**src/rtl/sll_seq_pkg.sv**
```systemverilog
// Shared types and helpers for the sll_seq iterative left-shift sequencer.
package sll_seq_pkg;

    // Sequencer states; the encoding is fixed so other blocks can decode it.
    typedef enum logic [1:0] {
        IDLE  = 2'd0,
        SHIFT = 2'd1,
        DONE  = 2'd2
    } state_e;

    // Width of the shift-amount port for an n-bit operand (legal amounts 0..n-1).
    function automatic int amt_width(input int n);
        if (n < 2) begin
            return 1;
        end else begin
            return $clog2(n);
        end
    endfunction

endpackage

```
**src/rtl/sll_seq_sll.sv**
```systemverilog
// Catalog fixed-amount logical left-shift stage (combinational).
// With en high the operand moves left by 'shift' positions and zeros fill the
// low bits; with en low the operand passes through unchanged.
module sll_seq_sll #(
    parameter int n     = 8,
    parameter int shift = 1
) (
    input  logic         en,
    input  logic [n-1:0] a,
    output logic [n-1:0] y
);

    assign y = en ? (a << shift) : a;

endmodule

```
**src/rtl/sll_seq.sv**
```systemverilog
// Iterative left-shift sequencer: accepts an operand and amount over a
// valid/ready handshake, applies one 1-bit shift per clock, and presents the
// result over a second valid/ready handshake.
// Optional feature: define SLL_SEQ_OVF_EN to add the sticky 'ovf' output that
// flags any 1 bit shifted out of the MSB during the operation.
module sll_seq
    import sll_seq_pkg::*;
#(
    parameter int N  = 8,
    parameter int AW = amt_width(N)
) (
    input  logic          clk,
    input  logic          rst,
    input  logic          start_valid,
    output logic          start_ready,
    input  logic [N-1:0]  din,
    input  logic [AW-1:0] amt,
    output logic          busy,
    output logic          done_valid,
    input  logic          done_ready,
`ifdef SLL_SEQ_OVF_EN
    output logic          ovf,
`endif
    output logic [N-1:0]  dout
);

    localparam logic [AW-1:0] CNT_ONE = AW'(1);

    state_e        state_q;
    state_e        state_d;
    logic [N-1:0]  data_q;
    logic [N-1:0]  data_d;
    logic [AW-1:0] cnt_q;
    logic [AW-1:0] cnt_d;
    logic [AW-1:0] amt_c;
    logic [N-1:0]  shift_y;

    // Amounts beyond N-1 can only be encoded when N is not a power of two;
    // they saturate at N-1 so the counter never exceeds the operand width.
    if ((1 << AW) > N) begin : g_clamp
        // Saturate out-of-range shift amounts to N-1.
        always_comb begin
            if (int'(amt) > (N - 1)) begin
                amt_c = AW'(N - 1);
            end else begin
                amt_c = amt;
            end
        end
    end else begin : g_noclamp
        assign amt_c = amt;
    end

    // Single 1-bit shift step that feeds the data register while shifting.
    sll_seq_sll #(
        .n     (N),
        .shift (1)
    ) u_step (
        .en (1'b1),
        .a  (data_q),
        .y  (shift_y)
    );

    // Next-state logic: load on start handshake, count down while shifting,
    // release the result on the done handshake.
    always_comb begin
        state_d = state_q;
        data_d  = data_q;
        cnt_d   = cnt_q;
        case (state_q)
            IDLE: begin
                if (start_valid) begin
                    data_d = din;
                    cnt_d  = amt_c;
                    if (amt_c != {AW{1'b0}}) begin
                        state_d = SHIFT;
                    end else begin
                        state_d = DONE;
                    end
                end else begin
                    state_d = IDLE;
                end
            end
            SHIFT: begin
                data_d = shift_y;
                cnt_d  = cnt_q - CNT_ONE;
                // Exit at one so the counter never wraps below zero.
                if (cnt_q <= CNT_ONE) begin
                    state_d = DONE;
                end else begin
                    state_d = SHIFT;
                end
            end
            DONE: begin
                // No new start is taken in this cycle; start_ready rises next cycle.
                if (done_ready) begin
                    state_d = IDLE;
                end else begin
                    state_d = DONE;
                end
            end
            default: begin
                state_d = IDLE;
                data_d  = {N{1'b0}};
                cnt_d   = {AW{1'b0}};
            end
        endcase
    end

    // State, data and counter registers; reset aborts any operation in flight.
    always_ff @(posedge clk) begin
        if (rst) begin
            state_q <= IDLE;
            data_q  <= {N{1'b0}};
            cnt_q   <= {AW{1'b0}};
        end else begin
            state_q <= state_d;
            data_q  <= data_d;
            cnt_q   <= cnt_d;
        end
    end

`ifdef SLL_SEQ_OVF_EN
    logic ovf_q;
    logic ovf_d;

    // Sticky overflow: cleared on start handshake, set when a 1 leaves the MSB.
    always_comb begin
        ovf_d = ovf_q;
        if ((state_q == IDLE) && start_valid) begin
            ovf_d = 1'b0;
        end else if (state_q == SHIFT) begin
            ovf_d = ovf_q | data_q[N-1];
        end else begin
            ovf_d = ovf_q;
        end
    end

    // Overflow flag register.
    always_ff @(posedge clk) begin
        if (rst) begin
            ovf_q <= 1'b0;
        end else begin
            ovf_q <= ovf_d;
        end
    end

    assign ovf = ovf_q;
`endif

    // Handshake outputs decode directly from the registered state.
    assign start_ready = (state_q == IDLE);
    assign busy        = (state_q == SHIFT) || (state_q == DONE);
    assign done_valid  = (state_q == DONE);
    assign dout        = data_q;

endmodule
```
**config.mk**
```make
export PLATFORM = sky130hd
export DESIGN_NAME = sll_seq
export DESIGN_NICKNAME = d
export VERILOG_FILES = /design/src/rtl/sll_seq_pkg.sv /design/src/rtl/sll_seq_sll.sv /design/src/rtl/sll_seq.sv
export SDC_FILE = /design/constraint.sdc
export NUM_CORES = 1
export LEC_CHECK = 0
export CAP_MARGIN = 20
export CORE_AREA = 2 2 50 43
export DETAILED_ROUTE_END_ITERATION = 12
export DIE_AREA = 0 0 52 45
export GPL_TIMING_DRIVEN = 0
export HOLD_SLACK_MARGIN = 0.1
export PLACE_DENSITY_LB_ADDON = 0.08
export SLEW_MARGIN = 20
export SYNTH_ARGS = -nofsm -noshare
export SYNTH_HDL_FRONTEND = slang
export SYNTH_SLANG_ARGS = --single-unit
```
**constraint.sdc**
```tcl
create_clock -name clk -period 1.7 [get_ports clk]
set_input_delay 0.34 -clock clk [delete_from_list [all_inputs] [get_ports clk]]
set_output_delay 0.34 -clock clk [all_outputs]
set_load 0.05 [all_outputs]
```
* Word-level counts from Yosys, hierarchy flattened
Index checks and enable logic that the tools add are counted.
Word-level totals: flip-flop bits (word level) 13, input port bits 15, output and inout port bits 11, logic and storage cells 22
Cells by class: add/subtract/negate cells 1, order comparisons 1, equality and inequality tests 3, multiplexer cells 9, bitwise gates (word level) 1, reduce and logical (&&, ||, !) cells 4
Operators with widths (number):
- $pmux 8 s3 | 1
- $pmux 3 s3 | 1
- $mux 2 | 4
- $mux 8 | 1
- $pmux 2 s3 | 1
- $le 3x1->1 const B | 1
- $mux 3 | 1
- $reduce_bool 3->1 | 1
- $sub 3x1->3 const B | 1
- $eq 2x1->1 const B | 1
- $eq 2x2->1 const B | 1
- $logic_not 2->1 | 1
- $ne 2x2->1 const B | 1
- $reduce_and 2->1 | 1
- $logic_or 1x1->1 | 1
- $not 1->1 | 1

* Logic depth before layout (Yosys ltp)
Gate-level depths: netlist (run 1).
depth after elaboration 4, gate-level depth with buffers 7, depth with buffers taken out 5

* Cells and area by module
From an unflattened synthesis (run 1), not the netlist that was laid out.
Unflattened totals: cell total of the unflattened synthesis 87, area, all modules 859.6 um^2
By module, submodules not included:
- sll_seq | times used 1, cells an instance 78, area an instance 734.5 um^2, sequential area each 260.2 um^2
- sll_seq_sll | times used 1, cells an instance 9, area an instance 125.1 um^2, sequential area each 0.0 um^2

* Worst setup path after synthesis (run 1)
Ideal clock, no wire load.
kind reg-to-reg, from register state_q[0], to register cnt_q[1], setup time 0.123 ns, arrival time 1.554 ns, data required time 1.577 ns, setup slack 0.023 ns, cell stages (with the launch flop) 8, buffers on the path 2, clock period less this slack 1.677 ns, cell sequence dfxtp_1 inv_1 ha_1 nand2b_1 buf_6 buf_12 a21oi_1 nor3_2
On the way: word-level cells in the longest chain between the ends 3, elaborated cells on any way between the ends 7, classes of those cells eq/ne: 3; mux: 1; bitwise: 1; reduce/logical: 2
RTL lines:
- from (decl) | line sll_seq.sv:29 | state_e state_q;
- from (signal assigned) | line sll_seq.sv:116 | state_q <= state_d;
- $logic_not 2->1 (*)
- net start_ready | line sll_seq.sv:15 | output logic start_ready,
- $ne 2x2->1 (no source line)
- $reduce_and 2->1 (no source line)
- to (signal assigned) | line sll_seq.sv:114 | cnt_q <= {AW{1'b0}};
- to (signal assigned) | line sll_seq.sv:118 | cnt_q <= cnt_d;
- to (decl) | line sll_seq.sv:33 | logic [AW-1:0] cnt_q;
Mark *: on every way through the listed nets, which the timed path passes. The rest lies on a longest branch. A chain may end at the register's enable or synchronous reset.

* Worst setup path in the final report (run 1)
from register state_q[0], to output busy
On the way: word-level cells in the longest chain between the ends 2, elaborated cells on any way between the ends 3, classes of those cells eq/ne: 2; reduce/logical: 1
RTL lines:
- $eq 2x1->1 or $eq 2x2->1 (tied branches) | line sll_seq.sv:152 | assign busy = (state_q == SHIFT) || (state_q == DONE);
- $logic_or 1x1->1 (*) | line sll_seq.sv:152
- to (decl) | line sll_seq.sv:18 | output logic busy,
Every way passes the cells marked *; elsewhere a longest branch is shown, timed or not.

==> impl_metrics.env, run 1 <==
export IMPL_status="finished clean"
export IMPL_vdd_drop_max_uv=497
export IMPL_hold_path_cell_count=2
export IMPL_skew_ns=0.000974
export IMPL_power_per_cell_area_mw_per_mm2=1010
export IMPL_netlist_area_um2=769
export IMPL_crit_path_end_kind="primary output"
export IMPL_num_vias=715
export IMPL_cp_start_kind="flop"
export IMPL_critical_path_class="flop to primary output"
export IMPL_synthTopCellsByArea="dfxtp_1 (34%), a311oi_2 (16%), ha_1 (8.1%), a22oi_1 (7.8%), a21oi_1 (7.2%)"
export IMPL_total_power_mw=1.07
export IMPL_dp_hpwl_um=1340
export IMPL_holdBufCountCts=0
export IMPL_cp_slowest_cell="dfxtp_1"
export IMPL_portBuffers=25
export IMPL_grt_max_degree=11
export IMPL_coreArea_mm2=0.00180
export IMPL_cts_tree="built"
export IMPL_gp_congestion=0.821
export IMPL_drt_total_wl_um=1910
export IMPL_ctsHtreeMaxLevel=1
export IMPL_syn_nets=97
export IMPL_clkLatencyLatePin_ns=0.28
export IMPL_fin_crit_sh_pct=95.8
export IMPL_hold_start="dout[0]$_SDFFE_PP0P_"
export IMPL_drtIter0Drc=19
export IMPL_ys_seq_area_share_pct=33.8
export IMPL_place_area_mm2=0.00105
export IMPL_ios=26
export IMPL_clock_fmax_mhz=614
export IMPL_r2r_end="dout[4]$_SDFFE_PP0P_"
export IMPL_r2r_start="state_q[0]$_SDFF_PP0_"
export IMPL_hold_class="flop to flop"
export IMPL_finish_instance_area_mm2=0.00106
export IMPL_dpl_worst_slack_ns=-0.168
export IMPL_maxSlewHeadroom_pct=67.0
export IMPL_yosys_top_cells_count="dfxtp_1 (13), a21oi_1 (11), a22oi_1 (8), a311oi_2 (8)"
export IMPL_root_buffer="clkbuf_4"
export IMPL_final_setup_worst_slack_ns=0.0714
export IMPL_antenna_cells=0
export IMPL_critPathMaxFanout=3
export IMPL_cts_post_setup_buffers_inserted=0
export IMPL_hold_viol_final=0
export IMPL_leakage_nw=0.426
export IMPL_drc_errors=0
export IMPL_syn_instance_count=77
export IMPL_drv_cap=0
export IMPL_crit_arrival_ns=1.29
export IMPL_rows=14
export IMPL_rr_worst_depth=6
export IMPL_setup_viol=0
export IMPL_globalRouteTotalUtil_pct=18.5
export IMPL_avgSynthCellArea_um2=9.99
export IMPL_synth_top_area_share_pct=33.8
export IMPL_synth_most_common_cell="dfxtp_1"
export IMPL_die_height_um=45
export IMPL_synth_ff_type="dfxtp_1"
export IMPL_drt_pass1_iter_count=6
export IMPL_area_growth_pct=37.9
export IMPL_drive_gt1_share_pct=22.6
export IMPL_r2r_slack_ns=0.24
export IMPL_synth_edf_count=0
export IMPL_initial_core_util_pct=42.6
export IMPL_ys_seq_elements=13
export IMPL_path_clk_slew_ns=0.08
export IMPL_yosysTopAreaCell="dfxtp_1"
export IMPL_yosysWarnings=0
export IMPL_synth_cell_types=25
export IMPL_antenna_left=0
export IMPL_drv_slew=0
export IMPL_grt_first_pass_wirelength_um=3020
export IMPL_final_net_count=127
export IMPL_gr_total_overflow=0
export IMPL_finalSetupTns_ns=0
export IMPL_cts_path_max_buffers=2
export IMPL_antenna_found_initial=0
export IMPL_wl_per_cell_um=14.7
export IMPL_critical_path_max_stage_delay_ns=0.38
export IMPL_die_area_mm2=0.00234
export IMPL_clock_sinks=13
export IMPL_required_ns=1.36
export IMPL_vias_per_cell=5.50
export IMPL_async_flop_share_pct=0
export IMPL_cts_buffers=3
export IMPL_path_cells="inv_1 -> ha_2 -> clkbuf_4"
export IMPL_worst_slew_pin_slew_ns=0.497
export IMPL_rsz0062_at_grt="no"
export IMPL_die_x_um=52
export IMPL_fin_crit_ns=1.63
export IMPL_hold_path_endpoint="dout[0]$_SDFFE_PP0P_"
export IMPL_grt_pass1_vias=674
[critical path: cells and delay by family (launching register included)]
kind	cells	cell delay, ns
adders and majority gates	1	0.32
buffers and inverters	2	0.30
DFF	1	0.38
[metal layers]
metal,part of all wire (%),vias to the layer above,wire [µm],GRT usage (%)
met3,5.5,4,105,5.96
li1,-,353,-,-
met1,48,333,907,25.4
met5,0,-,0,0
met2,46,25,873,25.8
met4,1.1,0,21,9.47
[worst max path at each step]
| stage | startpoint | to | slack [ns] | cells after the start |
|---|---|---|---|---|
| after CTS | state_q[0]$_SDFF_PP0_ | done_valid | 0.04 | 3 |
| final | state_q[0]$_SDFF_PP0_ | busy | 0.07 | 3 |
| after global placement | state_q[0]$_SDFF_PP0_ | start_ready | -0.15 | 3 |
| after global routing | state_q[0]$_SDFF_PP0_ | done_valid | 0.003 | 3 |
| after detailed placement | state_q[0]$_SDFF_PP0_ | busy | -0.17 | 3 |
| after floorplan | state_q[0]$_SDFF_PP0_ | cnt_q[1]$_SDFFE_PP0P_ | 0.02 | 7 |
[metrics by stage]
| step | instances | hold slack, ns | util [%] |
|---|---|---|---|
| after global placement | 126 | 0.488 | 58.2 |
| after CTS | 130 | 0.506 | 58.3 |
| after floorplan | 77 | 0.408 | - |
| after detailed placement | 126 | 0.490 | 58.2 |
| after global routing | 130 | 0.538 | 58.8 |
| final | 130 | 0.502 | 58.8 |
[cell type report]
cell class / instances / area [µm²]
tap: 24 / 30.0
clock buffer: 4 / 26.3
multi-input combinational: 51 / 430
fill: 173 / 743
timing repair buffer: 25 / 233
inverter: 6 / 22.5
buffer: 7 / 58.8
sequential: 13 / 260
[state kept, by name (all words and copies together), names as in the netlist]
register,flops
dout,8
cnt_q,3
state_q,2
[report_power, final]
part	total (mW)	switching (mW)	internal, mW
Combinational	0.488	0.301	0.187
Sequential	0.381	0.0320	0.349
Clock	0.201	0.109	0.0913
Total	1.07	0.443	0.626
[cells by family after synthesis]
logic type | after synthesis | synth area share [%]
adder cells (fa/ha/maj) | 5 | 8.13
flip-flops | 13 | 33.8
buffers and inverters | 13 | 10.6
AND/OR/NAND/NOR | 11 | 8.78
AO/OA/AOI/OAI | 35 | 38.7
[placed cells by master, fill, tap and decap left out]
master           count
clkdlybuf4s50_1     14
dfxtp_1             13
a21oi_1             11
a22oi_1              8
a311oi_2             8
dlygate4sd2_1        8
clkbuf_4             6
inv_1                5
buf_2                4
ha_1                 4
nor2b_1              2
o21ai_0              2
nand3b_1             2
a211oi_1             2
nand2_1              2
inv_2                1
nand2b_1             1
buf_6                1
buf_12               1
buf_4                1
nand4_1              1
nor3_1               1
o2111a_1             1
nor3_2               1
nand3_1              1
o32a_1               1
a211o_1              1
o31ai_1              1
ha_2                 1
clkbuf_1             1
[what timing repair did]
action                                 4_1_cts  5_1_grt
endpoints found under the hold margin        0        0
setup endpoints to repair                   11        3
gates resized for setup                     23        4
(Power assumes the default switching activity.)
==> inputs of run 2 (changes only) <==
--- a/config.mk
+++ b/config.mk
@@ -6,9 +6,9 @@
 export NUM_CORES = 1
 export LEC_CHECK = 0
 export CAP_MARGIN = 20
-export CORE_AREA = 2 2 50 43
+export CORE_AREA = 2 2 41 52
 export DETAILED_ROUTE_END_ITERATION = 12
-export DIE_AREA = 0 0 52 45
+export DIE_AREA = 0 0 43 54
 export GPL_TIMING_DRIVEN = 0
 export HOLD_SLACK_MARGIN = 0.1
 export PLACE_DENSITY_LB_ADDON = 0.08
==> run 2 against run 1 <==
Compared with the run above:
- critical path depth unchanged
- critical path type unchanged
- clock skew increased by 0.0052 ns
- clock power decreased by 3%
- register-to-register slack got worse by 0.04 ns
- fmax increased by 0.37%
- first-iteration DRC count decreased by 32%
- cell area decreased by 1.4%
- routed wire length increased by 1.6%
- cell count decreased by 3.1%
- die area decreased by 0.77%
- sequential share of layout area increased by 0.35 points
==> impl_metrics.env, run 2 (synthesis results as in run 1) <==
export IMPL_status="finished clean"
export IMPL_num_vias=710
export IMPL_vias_per_cell=5.63
export IMPL_critPathBufInv=2
export IMPL_setup_viol=0
export IMPL_grt_pass1_vias=659
export IMPL_vdd_drop_max_uv=497
export IMPL_grt_max_degree=11
export IMPL_rr_worst_depth=7
export IMPL_hold_class="flop to flop"
export IMPL_hold_path_cell_count=2
export IMPL_critical_path_class="flop to primary output"
export IMPL_fin_crit_sh_pct=95.4
export IMPL_path_delay_family="buffers and inverters"
export IMPL_holdWs_ns=0.498
export IMPL_combinationalPowerShare_pct=45.4
export IMPL_ctsHtreeMaxLevel=1
export IMPL_antenna_left=0
export IMPL_globalRouteTotalUtil_pct=17.7
export IMPL_drtIter0Drc=13
export IMPL_layout_commonest_cell="clkdlybuf4s50_1"
export IMPL_wl_per_cell_um=15.4
export IMPL_final_net_count=127
export IMPL_critical_path_max_stage_delay_ns=0.34
export IMPL_cts_path_max_buffers=2
export IMPL_holdBufCountCts=0
export IMPL_drv_slew=0
export IMPL_leakage_nw=0.427
export IMPL_fin_crit_ns=1.62
export IMPL_finalSetupTns_ns=0
export IMPL_crit_path_end_kind="primary output"
export IMPL_skew_ns=0.00614
export IMPL_clkPwrFrac_pct=18.5
export IMPL_power_switching_uw=437
export IMPL_die_area_mm2=0.00232
export IMPL_p_seq_share_pct=36.1
export IMPL_antenna_found_initial=0
export IMPL_drt_pass1_iter_count=4
export IMPL_path_clk_slew_ns=0.09
export IMPL_cts_tree="built"
export IMPL_required_ns=1.36
export IMPL_critPathMaxFanout=7
export IMPL_dpl_worst_slack_ns=-0.149
export IMPL_die_x_um=43
export IMPL_largest_reg_flops=8
export IMPL_power_internal_uw=619
export IMPL_instances_no_fill=126
export IMPL_rsz0062_at_grt="no"
export IMPL_gr_total_overflow=0
export IMPL_cp_start_kind="flop"
export IMPL_gp_congestion=0.791
export IMPL_path_depth=3
export IMPL_path_cells="inv_1 -> ha_1 -> buf_2"
export IMPL_cp_slowest_cell="dfxtp_1"
export IMPL_root_buffer="clkbuf_4"
export IMPL_dpl_cell_count=122
export IMPL_ios=26
export IMPL_final_setup_worst_slack_ns=0.0774
export IMPL_crit_arrival_ns=1.28
export IMPL_area_growth_pct=35.9
export IMPL_rows=18
export IMPL_clock_fmax_mhz=616
export IMPL_dp_hpwl_um=1380
export IMPL_die_height_um=54
export IMPL_swShare_pct=41.4
export IMPL_cts_buffers=3
export IMPL_drc_errors=0
export IMPL_coreArea_mm2=0.00189
export IMPL_clock_sinks=13
export IMPL_initial_core_util_pct=40.7
export IMPL_worst_slew_pin_slew_ns=0.485
export IMPL_grt_first_pass_wirelength_um=3020
export IMPL_maxSlewHeadroom_pct=67.8
export IMPL_total_power_mw=1.06
export IMPL_clkLatencyLatePin_ns=0.28
export IMPL_drive_gt1_share_pct=21.7
export IMPL_portBuffers=25
export IMPL_hold_viol_final=0
export IMPL_antenna_cells=0
export IMPL_power_per_cell_area_mw_per_mm2=1010
export IMPL_final_cell_mix="clkdlybuf4s50_1 (14), dfxtp_1 (13), a21oi_1 (11)"
export IMPL_drv_cap=0
export IMPL_drt_total_wl_um=1940
[run 2: changes by cell type in the layout (fill, tap and decap cells not counted)]
| cell | previous run | this run |
|---|---|---|
| buf_2 | 4 | 7 |
| clkbuf_4 | 6 | 3 |
| ha_1 | 4 | 5 |
| ha_2 | 1 | 0 |
[run 2: path summary, 6_finish.rpt]
| path | slack, ns | to | from |
|---|---|---|---|
| max reg2reg | 0.20 | cnt_q[1]$_SDFFE_PP0P_ | state_q[0]$_SDFF_PP0_ |
| max | 0.08 | start_ready | state_q[0]$_SDFF_PP0_ |
| min reg2reg | 0.50 | dout[0]$_SDFFE_PP0P_ | dout[0]$_SDFFE_PP0P_ |
| min | 0.50 | dout[0]$_SDFFE_PP0P_ | dout[0]$_SDFFE_PP0P_ |
[run 2: repair_timing]
item,4_1_cts,5_1_grt
pin swaps,0,0
buffers inserted,0,0
endpoints found under the setup margin,11,2
endpoints found under the hold margin,0,0
resized for setup,20,3
[run 2: routing by layer]
layer  vias to the layer above  track usage, %  wire, µm
li1                        353               -         -
met1                       333            21.8       884
met2                        20            30.3       935
met3                         4            2.35        85
met4                         0            9.09        32
met5                         -               0         0
[run 2: power groups by stage]
stage	logic (mW)	registers, mW	clock network [mW]
CTS	0.488	0.380	0.203
finish	0.479	0.381	0.195
global placement	0.507	0.388	0
detailed placement	0.511	0.389	0
floorplan	0.267	0.478	0
global route	0.510	0.387	0.213
[run 2: layout make-up]
class                      instances  area, µm²
fill                             204        846
tap                               20       25.0
clock buffer                       4       26.3
inverter                           6       22.5
buffer                             7       58.8
sequential                        13        260
multi-input combinational         51        428
timing repair buffer              25        225
[run 2: worst reg2reg max path: stages (launching register included)]
cell and delay (ns):
dfxtp_1 0.37, inv_1 0.07, ha_1 0.28, nand2b_1 0.12
buf_6 0.15, buf_12 0.14, o2111a_1 0.22, nor3_2 0.04
[run 2: through the flow]
step	util, %	instance area [µm²]
final	55.3	1050
after global placement	55.2	1040
after CTS	55.9	1060
after global routing	55.3	1050
after detailed placement	55.2	1040
after floorplan	-	769
==> inputs of run 3 (changes only) <==
--- a/config.mk
+++ b/config.mk
@@ -5,7 +5,6 @@
 export SDC_FILE = /design/constraint.sdc
 export NUM_CORES = 1
 export LEC_CHECK = 0
-export CAP_MARGIN = 20
 export CORE_AREA = 2 2 41 52
 export DETAILED_ROUTE_END_ITERATION = 12
 export DIE_AREA = 0 0 43 54
==> results of run 3 <==
Final layout, timing and power as in run 2 (identical DEF).
